==> config.mk <==
export PLATFORM = sky130hd
export DESIGN_NAME = uart_rx
export DESIGN_NICKNAME = d
export VERILOG_FILES = /design/src/rtl/uart_pkg.sv /design/src/rtl/uart_sync2.sv /design/src/rtl/uart_rx.sv
export SDC_FILE = /design/constraint.sdc
export NUM_CORES = 1
export LEC_CHECK = 0
export ABC_AREA = 1
export CAP_MARGIN = 20
export CORE_UTILIZATION = 50
export DETAILED_ROUTE_END_ITERATION = 8
export PLACE_DENSITY = 0.7
export SETUP_SLACK_MARGIN = 0.3
export SLEW_MARGIN = 20
export SYNTH_ARGS = -nofsm -noshare
export SYNTH_HDL_FRONTEND = slang
export SYNTH_SLANG_ARGS = --single-unit
export TNS_END_PERCENT = 50
==> constraint.sdc <==
create_clock -name i_Clock -period 1.52 [get_ports i_Clock]
set_input_delay 0.228 -clock i_Clock [delete_from_list [all_inputs] [get_ports i_Clock]]
set_output_delay 0.228 -clock i_Clock [all_outputs]
set_load 0.005 [all_outputs]
==> src/rtl/uart_pkg.sv <==
// Shared UART definitions: FSM state encodings and frame helpers used by
// uart_rx and uart_tx.
package uart_pkg;

    typedef logic [2:0] uart_state_t;

    localparam uart_state_t ST_IDLE       = 3'd0;
    localparam uart_state_t ST_START_BIT  = 3'd1;
    localparam uart_state_t ST_DATA_BITS  = 3'd2;
    localparam uart_state_t ST_PARITY_BIT = 3'd3;
    localparam uart_state_t ST_STOP_BIT   = 3'd4;
    localparam uart_state_t ST_WAIT_IDLE  = 3'd5;
    localparam uart_state_t ST_CLEANUP    = 3'd6;

    localparam logic [2:0] LAST_DATA_BIT = 3'd7;

    // Even parity: the parity bit that makes the total count of ones even.
    function automatic logic even_parity(input logic [7:0] data);
        return ^data;
    endfunction

endpackage

==> src/rtl/uart_sync2.sv <==
// Two-flop synchronizer for a single asynchronous input, with a
// parameterised value loaded while reset is held.
module uart_sync2 #(
    parameter logic RESET_VAL = 1'b1
) (
    input  logic i_Clock,
    input  logic i_Reset,
    input  logic async_in,
    output logic sync_out
);

    logic meta;

    always_ff @(posedge i_Clock) begin
        if (i_Reset) begin
            meta     <= RESET_VAL;
            sync_out <= RESET_VAL;
        end else begin
            meta     <= async_in;
            sync_out <= meta;
        end
    end

endmodule

==> src/rtl/uart_rx.sv <==
// UART receiver, 8 data bits, 1 stop bit, LSB first, centre sampling.
// Define UART_RX_PARITY_EN to receive one even-parity bit after the data.
module uart_rx
    import uart_pkg::*;
#(
    parameter int CLKS_PER_BIT = 87
) (
    input  logic       i_Clock,
    input  logic       i_Reset,
    input  logic       i_Rx_Serial,
    output logic       o_Rx_DV,
    output logic [7:0] o_Rx_Byte,
    output logic       o_Rx_Active,
    output logic       o_Rx_Frame_Err,
    output logic       o_Rx_Parity_Err
);

    localparam logic [15:0] BIT_LAST = 16'(CLKS_PER_BIT - 1);
    localparam logic [15:0] MID_LAST = 16'((CLKS_PER_BIT - 1) / 2);

    uart_state_t state;
    uart_state_t state_next;
    logic [15:0] clk_count;
    logic [2:0]  bit_index;
    logic [7:0]  rx_shift;
    logic        rx_sync;
    logic        bit_done;
    logic        mid_start;

    uart_sync2 #(
        .RESET_VAL(1'b1)
    ) u_sync (
        .i_Clock (i_Clock),
        .i_Reset (i_Reset),
        .async_in(i_Rx_Serial),
        .sync_out(rx_sync)
    );

    assign bit_done  = (clk_count == BIT_LAST);
    assign mid_start = (clk_count == MID_LAST);

    always_ff @(posedge i_Clock) begin
        if (i_Reset) begin
            state <= ST_IDLE;
        end else begin
            state <= state_next;
        end
    end

    always_comb begin
        state_next = state;
        case (state)
            ST_IDLE: begin
                if (!rx_sync) begin
                    state_next = ST_START_BIT;
                end
            end
            ST_START_BIT: begin
                // A line that is high again at mid-start was only a glitch.
                if (mid_start) begin
                    state_next = rx_sync ? ST_IDLE : ST_DATA_BITS;
                end
            end
            ST_DATA_BITS: begin
                if (bit_done && (bit_index == LAST_DATA_BIT)) begin
`ifdef UART_RX_PARITY_EN
                    state_next = ST_PARITY_BIT;
`else
                    state_next = ST_STOP_BIT;
`endif
                end
            end
`ifdef UART_RX_PARITY_EN
            ST_PARITY_BIT: begin
                if (bit_done) begin
                    state_next = ST_STOP_BIT;
                end
            end
`endif
            ST_STOP_BIT: begin
                if (bit_done) begin
                    state_next = rx_sync ? ST_CLEANUP : ST_WAIT_IDLE;
                end
            end
            ST_WAIT_IDLE: begin
                if (rx_sync) begin
                    state_next = ST_CLEANUP;
                end
            end
            ST_CLEANUP: begin
                state_next = ST_IDLE;
            end
            default: begin
                state_next = ST_IDLE;
            end
        endcase
    end

`ifdef UART_RX_PARITY_EN
    logic parity_bad;
    logic parity_err_q;

    assign o_Rx_Parity_Err = parity_err_q;
`else
    assign o_Rx_Parity_Err = 1'b0;
`endif

    always_ff @(posedge i_Clock) begin
        if (i_Reset) begin
            clk_count      <= 16'd0;
            bit_index      <= 3'd0;
            rx_shift       <= 8'h00;
            o_Rx_Byte      <= 8'h00;
            o_Rx_DV        <= 1'b0;
            o_Rx_Frame_Err <= 1'b0;
`ifdef UART_RX_PARITY_EN
            parity_bad     <= 1'b0;
            parity_err_q   <= 1'b0;
`endif
        end else begin
            o_Rx_DV        <= 1'b0;
            o_Rx_Frame_Err <= 1'b0;
`ifdef UART_RX_PARITY_EN
            parity_err_q   <= 1'b0;
`endif
            case (state)
                ST_START_BIT: begin
                    clk_count <= mid_start ? 16'd0 : clk_count + 16'd1;
                end
                ST_DATA_BITS: begin
                    if (bit_done) begin
                        clk_count           <= 16'd0;
                        rx_shift[bit_index] <= rx_sync;
                        bit_index <= (bit_index == LAST_DATA_BIT) ? 3'd0 : bit_index + 3'd1;
                    end else begin
                        clk_count <= clk_count + 16'd1;
                    end
                end
`ifdef UART_RX_PARITY_EN
                ST_PARITY_BIT: begin
                    if (bit_done) begin
                        clk_count  <= 16'd0;
                        parity_bad <= (even_parity(rx_shift) != rx_sync);
                    end else begin
                        clk_count <= clk_count + 16'd1;
                    end
                end
`endif
                ST_STOP_BIT: begin
                    if (bit_done) begin
                        clk_count <= 16'd0;
                        // A low stop bit wins over any parity verdict.
                        if (!rx_sync) begin
                            o_Rx_Frame_Err <= 1'b1;
`ifdef UART_RX_PARITY_EN
                        end else if (parity_bad) begin
                            parity_err_q <= 1'b1;
`endif
                        end else begin
                            o_Rx_Byte <= rx_shift;
                            o_Rx_DV   <= 1'b1;
                        end
                    end else begin
                        clk_count <= clk_count + 16'd1;
                    end
                end
                default: begin
                    clk_count <= 16'd0;
                    bit_index <= 3'd0;
                end
            endcase
        end
    end

    always_comb begin
        o_Rx_Active = 1'b0;
        case (state)
            ST_DATA_BITS, ST_PARITY_BIT, ST_STOP_BIT, ST_WAIT_IDLE: o_Rx_Active = 1'b1;
            default: o_Rx_Active = 1'b0;
        endcase
    end

endmodule

==> metrics.md, run 1 <==
| Metric | Value |
|---|---|
| Status | finished with violations |
| Violated checks | negative setup slack |
| Starting Density | around 53% |
| Final Critical Period | 1.66 ns |
| Cells after Synth | 280 |
| Hold Fails Final Rpt | 0 |
| Largest family of logic cells by synthesized area | simple AND/OR/NAND/NOR gates |
| Mux contribution to synthesized area | 0% |
| Synth Area in Simple Gates | 35.2% |
| Vias post-DR | 1884 |
| Diodes inserted | 0 |
| FF+latch area | approximately 850 um^2 |
| Post-synthesis sequential area ratio | 42.3% |
| Synth Area in XOR/XNOR | 3.08% |
| Initial antenna violation count | 0 |
| Post-route setup slack | -0.135 ns |
| Die W | 65.1 um |
| Area growth, synth to finish | 30.4% |
| Critical path capture point type | flip-flop |
| Yosys warnings | 0 |
| Synth Area in Adders | 2.52% |
| Finished Core Util | 69.3% |
| GPL Wtd Cong | 0.794 |
| Core ar. | 0.00374 mm^2 |
| Pleak | 0.00116 uW |
| Die Y | 65.1 um |
| Largest area contributor in the netlist | dfxtp_1 |
| DP Area | 0.00229 mm^2 |
| Bufs on Longest Clock Path | 2 |
| Final instance area | 0.00259 mm^2 |
| Setup Viol. Count Final | 39 |
| WS Path Type | reg2reg |
| Startpoint types | flip-flop |
| Pwr Density | 1120 mW/mm^2 |
| Worst setup endpoint | o_Rx_Byte[5] |
| Worst skew pair latency | 0.29 ns |
| Mapped Area | 0.00199 mm^2 |
| Initial DRC Count | 121 |
| MaxCap Viol Count | 0 |
| Crit share post-route | 109% |
| H-tree lvl count | 2 |
| Final WL | 4540 um |
| CTS clk-pin slew, worst paths | around 0.08 ns |
| DIE AREA | between 0.004 and 0.005 mm^2 |
| CP arrival | 1.88 ns |
| Cts bufs inserted | 5 |
| DR WL/cell | 12.4 um |
| Syn_area_per_cell | between 7 and 8 um^2 |
| Dpl ws | -0.0198 ns |
| First-pass GRT wire length | 7420 um |
| Root Driver | clkbuf_8 |
| Final cell count without fillers | 367 |
| IO buf count | 13 |
| Top-area cell type share of the netlist area | 42.3% |
| Worst setup path startpoint | clk_count[2] |
| Vias in the first global route | 1770 |
| DRC viols | 0 |
| Synth cell types | 30 |
| Antenna Nets Post-Route | 0 |
| #FFs+latches synth | 42 |
| Hold Path Class | reg2reg |
| Top-Level Pins | 15 |
| Unrepaired setup endpoints after global routing | true |
| CP max FO | 6 |
| Fraction of layout instances using a drive strength above 1 | 23.5% |
| Total track usage | between 20% and 30% |
| R2r startpoint | clk_count[2] |
| Max rail drop VDD | 0.481 mV |
| Vias/cell | 5.13 |
| Nets@finish | 325 |
| Worst Reg-to-Reg Cells | 9 |
| Site row count | 22 |
| CTS tree | yes |
| Fin. max-slew vios | 0 |
| Syn nets | 287 |
| Synth Area in Compound Gates | 8.31% |
| Drt pass-1 iters | 4 |
| DP Cell Count | about 350 |
| CTS Sinks | 42 |
| Synth area leaders | dfxtp_1, nor2_1, nand2_1 |
| Cts hold-fix bufs | 0 |
| R2r setup slk | -0.14 ns |
| Fillers | 316 |
| Crit path required time | 1.75 ns |
| GR Overflow Total | 0 |
| Max Fclk | approximately 600 MHz |
| Multi-input logic area | 0.00113 mm^2 |
| Pwr Total | ~2900 uW |
| Post-Route Skew | 0.00458 ns |
| Worst r2r dst | o_Rx_Byte[5] |
| Detail Placement HPWL | 2830 um |
| Largest net degree at the start of global routing | 16 |
## per-layer routing
| layer | global-route usage [%] | routed length (um) |
|---|---|---|
| met3 | 4.93 | 146 |
| met5 | 0 | 0 |
| met1 | 27.9 | 2070 |
| met2 | 38.7 | 2220 |
| met4 | 9.51 | 99 |
## cells by family after synthesis
| group | count (synthesis) |
|---|---|
| buf+inv | 41 |
| compound gates | 31 |
| simple gates | 154 |
| other cells | 1 |
| flops | 42 |
| fa+ha+maj | 4 |
| xor+xnor | 7 |
## cells in the mapped netlist
library cell	count
buf_2	1
xnor2_1	3
ha_1	4
xor2_1	4
conb_1	1
nand3_1	21
buf_6	1
nor3_4	2
nor2_2	3
dfxtp_1	42
nand2_2	1
nand2_1	47
buf_4	1
buf_1	2
nor2_1	62
a21oi_1	15
clkinv_1	1
nor4_1	1
or2_2	2
nor3_1	6
nor3_2	1
o21ai_0	13
o22ai_1	2
nand3_2	1
nor2_4	3
nand3b_1	1
inv_2	3
inv_1	32
o211ai_2	1
nand4_1	3
## layout make-up
class	count	share of cell area (%)
sequential	42	32.9
inverter	36	5.31
tap	48	2.32
multi-input combinational	198	43.7
clock buffer	7	2.94
clock inverter	1	1.16
timing repair buffer	35	11.6
## critical path, cell delays in order, from the launching register on
cell and delay [ns]:
dfxtp_1 0.47, inv_2 0.07, nor2_1 0.16, nand2_1 0.12, nor2_4 0.14, nand2_4 0.10
nor3_4 0.18, buf_4 0.17, o21ai_0 0.07, nor2_1 0.10
## power by group
part           leakage [uW]  internal (uW)  switching (uW)
Sequential         0.000342           1160            67.0
Combinational      0.000761            306             520
Clock             0.0000524            491             360
## registers in the layout (all words and copies together) (netlist names)
name,flops
bit_index,3
clk_count,16
o_Rx_Byte,8
o_Rx_DV,1
o_Rx_Frame_Err,1
rx_shift,8
state,3
u_sync.meta,1
u_sync.sync_out,1
## stage by stage
stage,setup TNS [ns],hold WS (ns)
2_1_floorplan,0,0.297
3_3_place_gp,0,0.412
3_5_place_dp,-0.123,0.420
4_1_cts,-0.194,0.450
5_1_grt,-8.20,0.474
6_report,-3.29,0.450
## cells in the final DEF (no fill, tap or decap), drive strengths merged
cell / Yosys / final
o22ai: 2 / 2
nor4: 1 / 1
dfxtp: 42 / 42
nand2: 48 / 48
o211ai: 1 / 2
ha: 4 / 4
dlymetal6s2s: 0 / 2
clkdlybuf4s50: 0 / 6
dlygate4sd2: 0 / 4
nand3: 22 / 22
xor2: 4 / 4
clkinv: 1 / 1
nor3: 9 / 9
xnor2: 3 / 3
bufinv: 0 / 1
nor2: 68 / 68
conb: 1 / 1
or2: 2 / 2
a21oi: 15 / 15
buf: 5 / 23
o21ai: 13 / 13
clkbuf: 0 / 7
nand4: 3 / 3
nand3b: 1 / 1
inv: 35 / 35
## timing repair
| action | CTS | global route |
|---|---|---|
| resized for setup | 26 | 26 |
| endpoints found under the hold margin | 0 | 0 |
| pin swaps | 6 | 5 |
| setup endpoints to repair | 51 | 47 |
| setup buffers | 4 | 2 |
| gates cloned | 1 | 0 |
## worst min-delay path by stage
stage / startpoint / end / slack, ns / depth (start not counted)
CTS: clk_count[0] / clk_count[0] / 0.45 / 1
finish: u_sync.meta / u_sync.sync_out / 0.45 / 1
global route: u_sync.meta / u_sync.sync_out / 0.47 / 1
floorplan: i_Reset / bit_index[1] / 0.30 / 1
global placement: u_sync.meta / u_sync.sync_out / 0.41 / 1
detailed placement: clk_count[0] / clk_count[0] / 0.42 / 1
Note: power is estimated with default switching activity, not from simulation.
==> inputs of run 2 (changes only) <==
Settings changed: SETUP_SLACK_MARGIN 0.3 to default.
==> metrics.md, run 2 (synthesis results as in run 1) <==
| Metric | Value |
|---|---|
| Core ar. | 0.00374 mm^2 (unchanged) |
| Largest net degree at the start of global routing | 21 (was 16) |
| Vias/cell | 4.88 (was 5.13) |
| Worst Reg-to-Reg Cells | 12 (was 9) |
| Startpoint types | flip-flop (unchanged) |
| GPL Wtd Cong | 0.773 (was 0.794) |
| Most frequent cells in the layout | nor2_1, nand2_1, dfxtp_1 (unchanged) |
| Top reg by flops | clk_count (unchanged) |
| DP Cell Count | 355 (was 352) |
| Gate power share | 27.3% (was 28.4%) |
| Setup Viol. Count Final | 38 (was 39) |
| R2r startpoint | clk_count[0] (was clk_count[2]) |
| Finished Core Util | 69.6% (was 69.3%) |
| Post-Route Skew | 0.00882 ns (was 0.00458 ns) |
| Initial antenna violation count | 0 (unchanged) |
| Hold slack | 0.423 ns (was 0.450 ns) |
| Post-route setup slack | -0.0991 ns (was -0.135 ns) |
| Die Y | 65.1 um (unchanged) |
| DIE AREA | 0.00423 mm^2 (unchanged) |
| Flop pwr share | 42.0% (was 42.3%) |
| Root Driver | clkbuf_8 (unchanged) |
| Max reg flops | 16 (unchanged) |
| Max Fclk | 618 MHz (was 604 MHz) |
| Crit path required time | 1.72 ns (was 1.75 ns) |
| Status | finished with violations (unchanged) |
| WS Path Type | reg2reg (unchanged) |
| Worst r2r dst | o_Rx_Byte[1] (was o_Rx_Byte[5]) |
| Crit share post-route | 107% (was 109%) |
| Worst hold path endpoint | u_sync.sync_out (unchanged) |
| Site row count | 22 (unchanged) |
| CTS clk-pin slew, worst paths | 0.09 ns (was 0.08 ns) |
| Die W | 65.1 um (unchanged) |
| Max stage delay cell, worst path | dfxtp_4 (was dfxtp_1) |
| Critical path capture point type | flip-flop (unchanged) |
| Cts hold-fix bufs | 0 (unchanged) |
| DR WL/cell | 11.2 um (was 12.4 um) |
| Initial DRC Count | 83 (was 121) |
| Hold Fails Final Rpt | 0 (unchanged) |
| H-tree lvl count | 2 (unchanged) |
| Bufs on Longest Clock Path | 2 (unchanged) |
| Area growth, synth to finish | 31.0% (was 30.4%) |
| Diodes inserted | 0 (unchanged) |
| Detail Placement HPWL | 2780 um (was 2830 um) |
| Final WL | 4130 um (was 4540 um) |
| Violated checks | negative setup slack (unchanged) |
| Pwr Density | 1110 mW/mm^2 (was 1120 mW/mm^2) |
| Cts bufs inserted | 5 (unchanged) |
| Start point of the worst hold path | u_sync.meta (unchanged) |
| Vias post-DR | 1801 (was 1884) |
| Crit-path cells | inv_4 -> ha_4 -> inv_2 -> nor2_1 -> nand2_1 -> nor2_4 -> nand2_4 -> nor3_4 -> buf_6 -> clkinvlp_4 -> nor2_1 -> nor2_1 (was inv_2 -> nor2_1 -> nand2_1 -> nor2_4 -> nand2_4 -> nor3_4 -> buf_4 -> o21ai_0 -> nor2_1) |
| First-pass GRT wire length | 6820 um (was 7420 um) |
| Max incr delay on CP | 0.37 ns (was 0.47 ns) |
| Starting Density | 53.1% (unchanged) |
| CP max FO | 5 (was 6) |
| GR Overflow Total | 0 (unchanged) |
| Pleak | 0.00112 uW (was 0.00116 uW) |
| P_int | 1970 uW (was 1960 uW) |
| CTS tree | yes (unchanged) |
| Fin. max-slew vios | 0 (unchanged) |
| Final cell count without fillers | 369 (was 367) |
| Antenna Nets Post-Route | 0 (unchanged) |
| Switching share of total power | 32.2% (was 32.6%) |
| Vias in the first global route | 1639 (was 1770) |
| Unrepaired setup endpoints after global routing | true (unchanged) |
| Fraction of layout instances using a drive strength above 1 | 22.7% (was 23.5%) |
| Hold Path Class | reg2reg (unchanged) |
| Total track usage | 20.5% (was 22.9%) |
| Commonest non-fill, non-tap cell in the layout | nor2_1 (unchanged) |
| Nets@finish | 327 (was 325) |
| Clk pwr share | 30.7% (was 29.3%) |
| Switching power | 935 uW (was 948 uW) |
| CP arrival | 1.82 ns (was 1.88 ns) |
| Drt pass-1 iters | 4 (unchanged) |
| Min-Delay Path Depth | 1 (unchanged) |
| Final Critical Period | 1.62 ns (was 1.66 ns) |
| CP dominant cell by count | nor2_1 (unchanged) |
| Max rail drop VDD | 0.514 mV (was 0.481 mV) |
| Final instance area | 0.00261 mm^2 (was 0.00259 mm^2) |
| Regs by FF count | clk_count x16, o_Rx_Byte x8, rx_shift x8 (unchanged) |
| CTS Sinks | 42 (unchanged) |
| Top-Level Pins | 15 (unchanged) |
| R2r setup slk | -0.1 ns (was -0.14 ns) |
| DP Area | 0.00230 mm^2 (was 0.00229 mm^2) |
| MaxCap Viol Count | 0 (unchanged) |
| Pwr Total | 2900 uW (was 2910 uW) |
| Worst skew pair latency | 0.29 ns (about the same) |
| IO buf count | 13 (unchanged) |
| DRC viols | 0 (unchanged) |
[run 2: layout make-up]
| type | count | area, um^2 |
|---|---|---|
| timing repair buffer | 37 | 347 |
| sequential | 42 | 848 |
| clock inverter | 3 | 43.8 |
| inverter | 36 | 140 |
| fill | 325 | 1140 |
| timing repair inverter | 1 | 7.51 |
| tap | 48 | 60.1 |
| multi-input combinational | 197 | 1090 |
| clock buffer | 5 | 68.8 |
[run 2: metal layers]
layer	vias to the layer above	share of wire [%]	track usage, %
li1	959	-	-
met1	809	51	26.6
met2	26	45	33.5
met3	7	3.1	4.23
met4	0	1.2	7.34
met5	-	0	0
[run 2: how the worst max path moves through the flow]
stage | slack (ns) | startpoint | to
finish | -0.1 | clk_count[0] | o_Rx_Byte[1]
global route | -0.21 | clk_count[0] | o_Rx_Byte[4]
CTS | -0.04 | clk_count[0] | o_Rx_Byte[6]
detailed placement | -0.03 | clk_count[0] | clk_count[4]
global placement | -0.0008 | clk_count[0] | clk_count[12]
floorplan | 0.06 | clk_count[0] | o_Rx_Byte[0]
[run 2: critical path: cells and delay by family, from the launching register on]
family / cells / cell delay (ns)
flip-flops: 1 / 0.37
buffers and inverters: 4 / 0.34
adder cells (fa/ha/maj): 1 / 0.12
AND/OR/NAND/NOR: 7 / 0.70
[run 2: stage by stage]
stage                     setup TNS (ns)  setup WS (ns)
after CTS                         -0.189        -0.0381
final                              -1.74        -0.0991
after floorplan                        0         0.0608
after global placement          -0.00181      -0.000783
after global routing               -5.83         -0.208
after detailed placement          -0.136        -0.0347
[run 2: timing repair]
action	in CTS	in global routing
endpoints found under the setup margin	25	39
gates cloned	0	2
buffers inserted	0	4
resized for setup	5	38
pin swaps	0	4
[run 2: power by group through the flow]
stage / Sequential, uW / Combinational, uW / Clock, uW
detailed placement: 1240 / 637 / 0
global route: 1230 / 898 / 961
CTS: 1210 / 635 / 920
floorplan: 1220 / 492 / 0
finish: 1220 / 792 / 892
global placement: 1240 / 637 / 0
==> inputs of run 3 (changes only) <==
Settings changed: CAP_MARGIN 20 to 40, PLACE_DENSITY 0.7 to 0.69, SYNTH_HIERARCHICAL from default to 1.
==> metrics.md, run 3 <==
| Metric | Value |
|---|---|
| Most frequent cells in the layout | nor2_1, nand2_1, inv_1 (was nor2_1, nand2_1, dfxtp_1) |
| Critical path capture point type | flip-flop (unchanged) |
| Synth cell types | 34 (was 30) |
| Final WL | 4200 um (was 4130 um) |
| Min-Delay Path Depth | 2 (was 1) |
| WS Path Type | reg2reg (unchanged) |
| Nets@finish | 333 (was 327) |
| Post-synth EDFFs | 0 (unchanged) |
| Start point of the worst hold path | u_sync/meta (was u_sync.meta) |
| Post-route setup slack | -0.0435 ns (was -0.0991 ns) |
| Regs by FF count | clk_count x16, o_Rx_Byte x8, rx_shift x8 (unchanged) |
| Fillers | 320 (was 325) |
| Pleak | 0.00116 uW (was 0.00112 uW) |
| Crit path required time | 1.76 ns (was 1.72 ns) |
| Multi-input logic area | 0.00116 mm^2 (was 0.00109 mm^2) |
| Starting Density | 52.0% (was 53.1%) |
| Max rail drop VDD | 0.727 mV (was 0.514 mV) |
| Initial antenna violation count | 0 (unchanged) |
| Max Fclk | 640 MHz (was 618 MHz) |
| Pwr Density | 1050 mW/mm^2 (was 1110 mW/mm^2) |
| Final instance area | 0.00274 mm^2 (was 0.00261 mm^2) |
| Die W | 66.5 um (was 65.1 um) |
| Largest area contributor in the netlist | dfxtp_1 (unchanged) |
| Core ar. | 0.00400 mm^2 (was 0.00374 mm^2) |
| Site row count | 23 (was 22) |
| Cts bufs inserted | 5 (unchanged) |
| Vias/cell | 4.91 (was 4.88) |
| Unrepaired setup endpoints after global routing | true (unchanged) |
| CP max FO | 5 (unchanged) |
| Vias in the first global route | 1672 (was 1639) |
| MaxCap Viol Count | 0 (unchanged) |
| Buf+Inv Stages, Crit Path | 5 (was 4) |
| DR WL/cell | 11.1 um (was 11.2 um) |
| Hold Fails Final Rpt | 0 (unchanged) |
| Drt pass-1 iters | 4 (unchanged) |
| GPL Wtd Cong | 0.791 (was 0.773) |
| CP arrival | 1.80 ns (was 1.82 ns) |
| GR Overflow Total | 0 (unchanged) |
| DP Area | 0.00237 mm^2 (was 0.00230 mm^2) |
| R2r setup slk | -0.04 ns (was -0.1 ns) |
| Area growth, synth to finish | 31.9% (was 31.0%) |
| Commonest non-fill, non-tap cell in the layout | nor2_1 (unchanged) |
| Hold Path Class | reg2reg (unchanged) |
| Bufs on Longest Clock Path | 2 (unchanged) |
| Post-Route Skew | 0.00702 ns (was 0.00882 ns) |
| Finished Core Util | 68.6% (was 69.6%) |
| DRC viols | 0 (unchanged) |
| Worst setup path startpoint | clk_count[0] (unchanged) |
| Fin. max-slew vios | 0 (unchanged) |
| Largest net degree at the start of global routing | 18 (was 21) |
| Crit-path cells | inv_2 -> ha_4 -> inv_2 -> nor2_4 -> nand2_2 -> nor2_4 -> nand2_4 -> nor2_4 -> buf_4 -> buf_6 -> buf_4 -> nand2_1 -> a21oi_2 (was inv_4 -> ha_4 -> inv_2 -> nor2_1 -> nand2_1 -> nor2_4 -> nand2_4 -> nor3_4 -> buf_6 -> clkinvlp_4 -> nor2_1 -> nor2_1) |
| First-pass GRT wire length | 7160 um (was 6820 um) |
| Worst hold path endpoint | u_sync/sync_out (was u_sync.sync_out) |
| CTS tree | yes (unchanged) |
| Syn_area_per_cell | 7.25 um^2 (was 7.10 um^2) |
| Antenna Nets Post-Route | 0 (unchanged) |
| Worst Reg-to-Reg Cells | 13 (was 12) |
| Cts hold-fix bufs | 0 (unchanged) |
| Setup Viol. Count Final | 3 (was 38) |
| Status | finished with violations (unchanged) |
| CTS Sinks | 42 (unchanged) |
| Post-synthesis sequential area ratio | 40.4% (was 42.3%) |
| Startpoint types | flip-flop (unchanged) |
| Violated checks | negative setup slack (unchanged) |
| Max reg flops | 16 (unchanged) |
| Ys async rst share | 0% (unchanged) |
| Count leader, synth | nor2_1 (unchanged) |
| Syn nets | 294 (was 287) |
| Top-Level Pins | 15 (unchanged) |
| Most frequent cells after synthesis | nor2_1, nand2_1, dfxtp_1, inv_1, nand3_1 (was nor2_1, nand2_1, dfxtp_1) |
| #FFs+latches synth | 42 (unchanged) |
| IO buf count | 13 (unchanged) |
| Diodes inserted | 0 (unchanged) |
| CP dominant cell by count | nor2_4 (was nor2_1) |
| FF+latch area | 852 um^2 (was 848 um^2) |
| Max incr delay on CP | 0.33 ns (was 0.37 ns) |
| Vias post-DR | 1852 (was 1801) |
| H-tree lvl count | 2 (unchanged) |
| Die Y | 66.5 um (was 65.1 um) |
| Max stage delay cell, worst path | dfxtp_2 (was dfxtp_4) |
| Root Driver | clkbuf_8 (unchanged) |
| Worst r2r dst | bit_index[1] (was o_Rx_Byte[1]) |
| Crit share post-route | 103% (was 107%) |
| Top-area cell type share of the netlist area | 40.4% (was 42.3%) |
| Top reg by flops | clk_count (unchanged) |
| DIE AREA | 0.00442 mm^2 (was 0.00423 mm^2) |
| Fraction of layout instances using a drive strength above 1 | 28.7% (was 22.7%) |
| Total track usage | 21.4% (was 20.5%) |
| Worst skew pair latency | 0.30 ns (was 0.29 ns) |
| Gate family responsible for the most delay along the worst path | simple AND/OR/NAND/NOR gates (unchanged) |
| CTS clk-pin slew, worst paths | 0.09 ns (about the same) |
| Synth area leaders | dfxtp_1, nor2_1, nand2_1 (unchanged) |
| R2r startpoint | clk_count[0] (unchanged) |
| Detail Placement HPWL | 2800 um (was 2780 um) |
| Final Critical Period | 1.56 ns (was 1.62 ns) |
| Cells after Synth | 287 (was 280) |
| Mapped Area | 0.00208 mm^2 (was 0.00199 mm^2) |
| Ys flop type | dfxtp_1 (unchanged) |
| Yosys warnings | 6 (was 0) |
| Initial DRC Count | 120 (was 83) |
[run 3: cell types whose count changed in the layout (fill, tap and decap cells not counted), moves of 3 or more]
cell and delta:
dfxtp_1 -3, nand2_1 +3, inv_1 +9, a21oi_1 -5
dfxtp_2 +3, nand4_1 +3, nand3_2 +5, nand3_1 -10
nor2_1 -13, a21oi_2 +5, buf_6 +3
[run 3: area by class of cell]
class / instances / area share, %
tap: 50 / 2.28
inverter: 44 / 6.02
multi-input combinational: 192 / 42.1
clock buffer: 5 / 2.51
sequential: 42 / 31.1
timing repair buffer: 41 / 13.5
clock inverter: 3 / 2.51
[run 3: power by group]
part | total, uW | internal (uW) | switching, uW
clock network | 1060 | 658 | 399
registers | 1200 | 1150 | 50.5
logic | 628 | 245 | 383
total | 2890 | 2060 | 833
[run 3: logic make-up (layout without fill, tap and decap cells)]
group	Yosys count	count (layout)	share of synthesized area, %
simple gates	147	147	33.9
other cells	1	1	0.180
compound gates	33	33	8.78
buf+inv	53	93	11.4
xor+xnor	7	7	2.95
flops	42	42	40.4
fa+ha+maj	4	4	2.41
[run 3: how the worst max path moves through the flow]
stage,endpoint,slack [ns],depth (start not counted)
2_1_floorplan,o_Rx_Byte[3],0.09,11
6_report,bit_index[1],-0.04,13
4_1_cts,rx_shift[3],-0.03,13
5_1_grt,rx_shift[4],-0.14,13
3_3_place_gp,rx_shift[0],-0.01,11
3_5_place_dp,rx_shift[0],-0.07,11
[run 3: worst register-to-register path: cells and delay by family, from the launching register on]
kind / cells / cell delay, ns
AND/OR/NAND/NOR: 6 / 0.55
buffers and inverters: 5 / 0.41
flip-flops: 1 / 0.33
adder cells (fa/ha/maj): 1 / 0.12
AO/OA/AOI/OAI: 1 / 0.11
[run 3: stage by stage]
step | hold WS (ns) | power (uW) | setup WS (ns) | cells | setup TNS, ns
after floorplan | 0.320 | 1610 | 0.0884 | 287 | 0
after global placement | 0.386 | 1740 | -0.0117 | 362 | -0.0274
after detailed placement | 0.392 | 1750 | -0.0722 | 362 | -0.440
after CTS | 0.410 | 2870 | -0.0285 | 374 | -0.0433
after global routing | 0.432 | 3040 | -0.140 | 377 | -1.93
final | 0.406 | 2890 | -0.0435 | 377 | -0.0909
[run 3: per-layer routing]
| layer | routed length (um) | global-route usage (%) | vias to the layer above |
|---|---|---|---|
| li1 | - | - | 972 |
| met1 | 2080 | 27.2 | 847 |
| met2 | 1930 | 35.5 | 25 |
| met4 | 82 | 7.98 | 0 |
| met3 | 111 | 4.62 | 8 |
| met5 | 0 | 0 | - |
[run 3: timing repair]
action / 4_1_cts / 5_1_grt
endpoints found under the setup margin: 32 / 39
setup buffers: 4 / 3
gates resized for setup: 30 / 22
pin swaps: 6 / 13
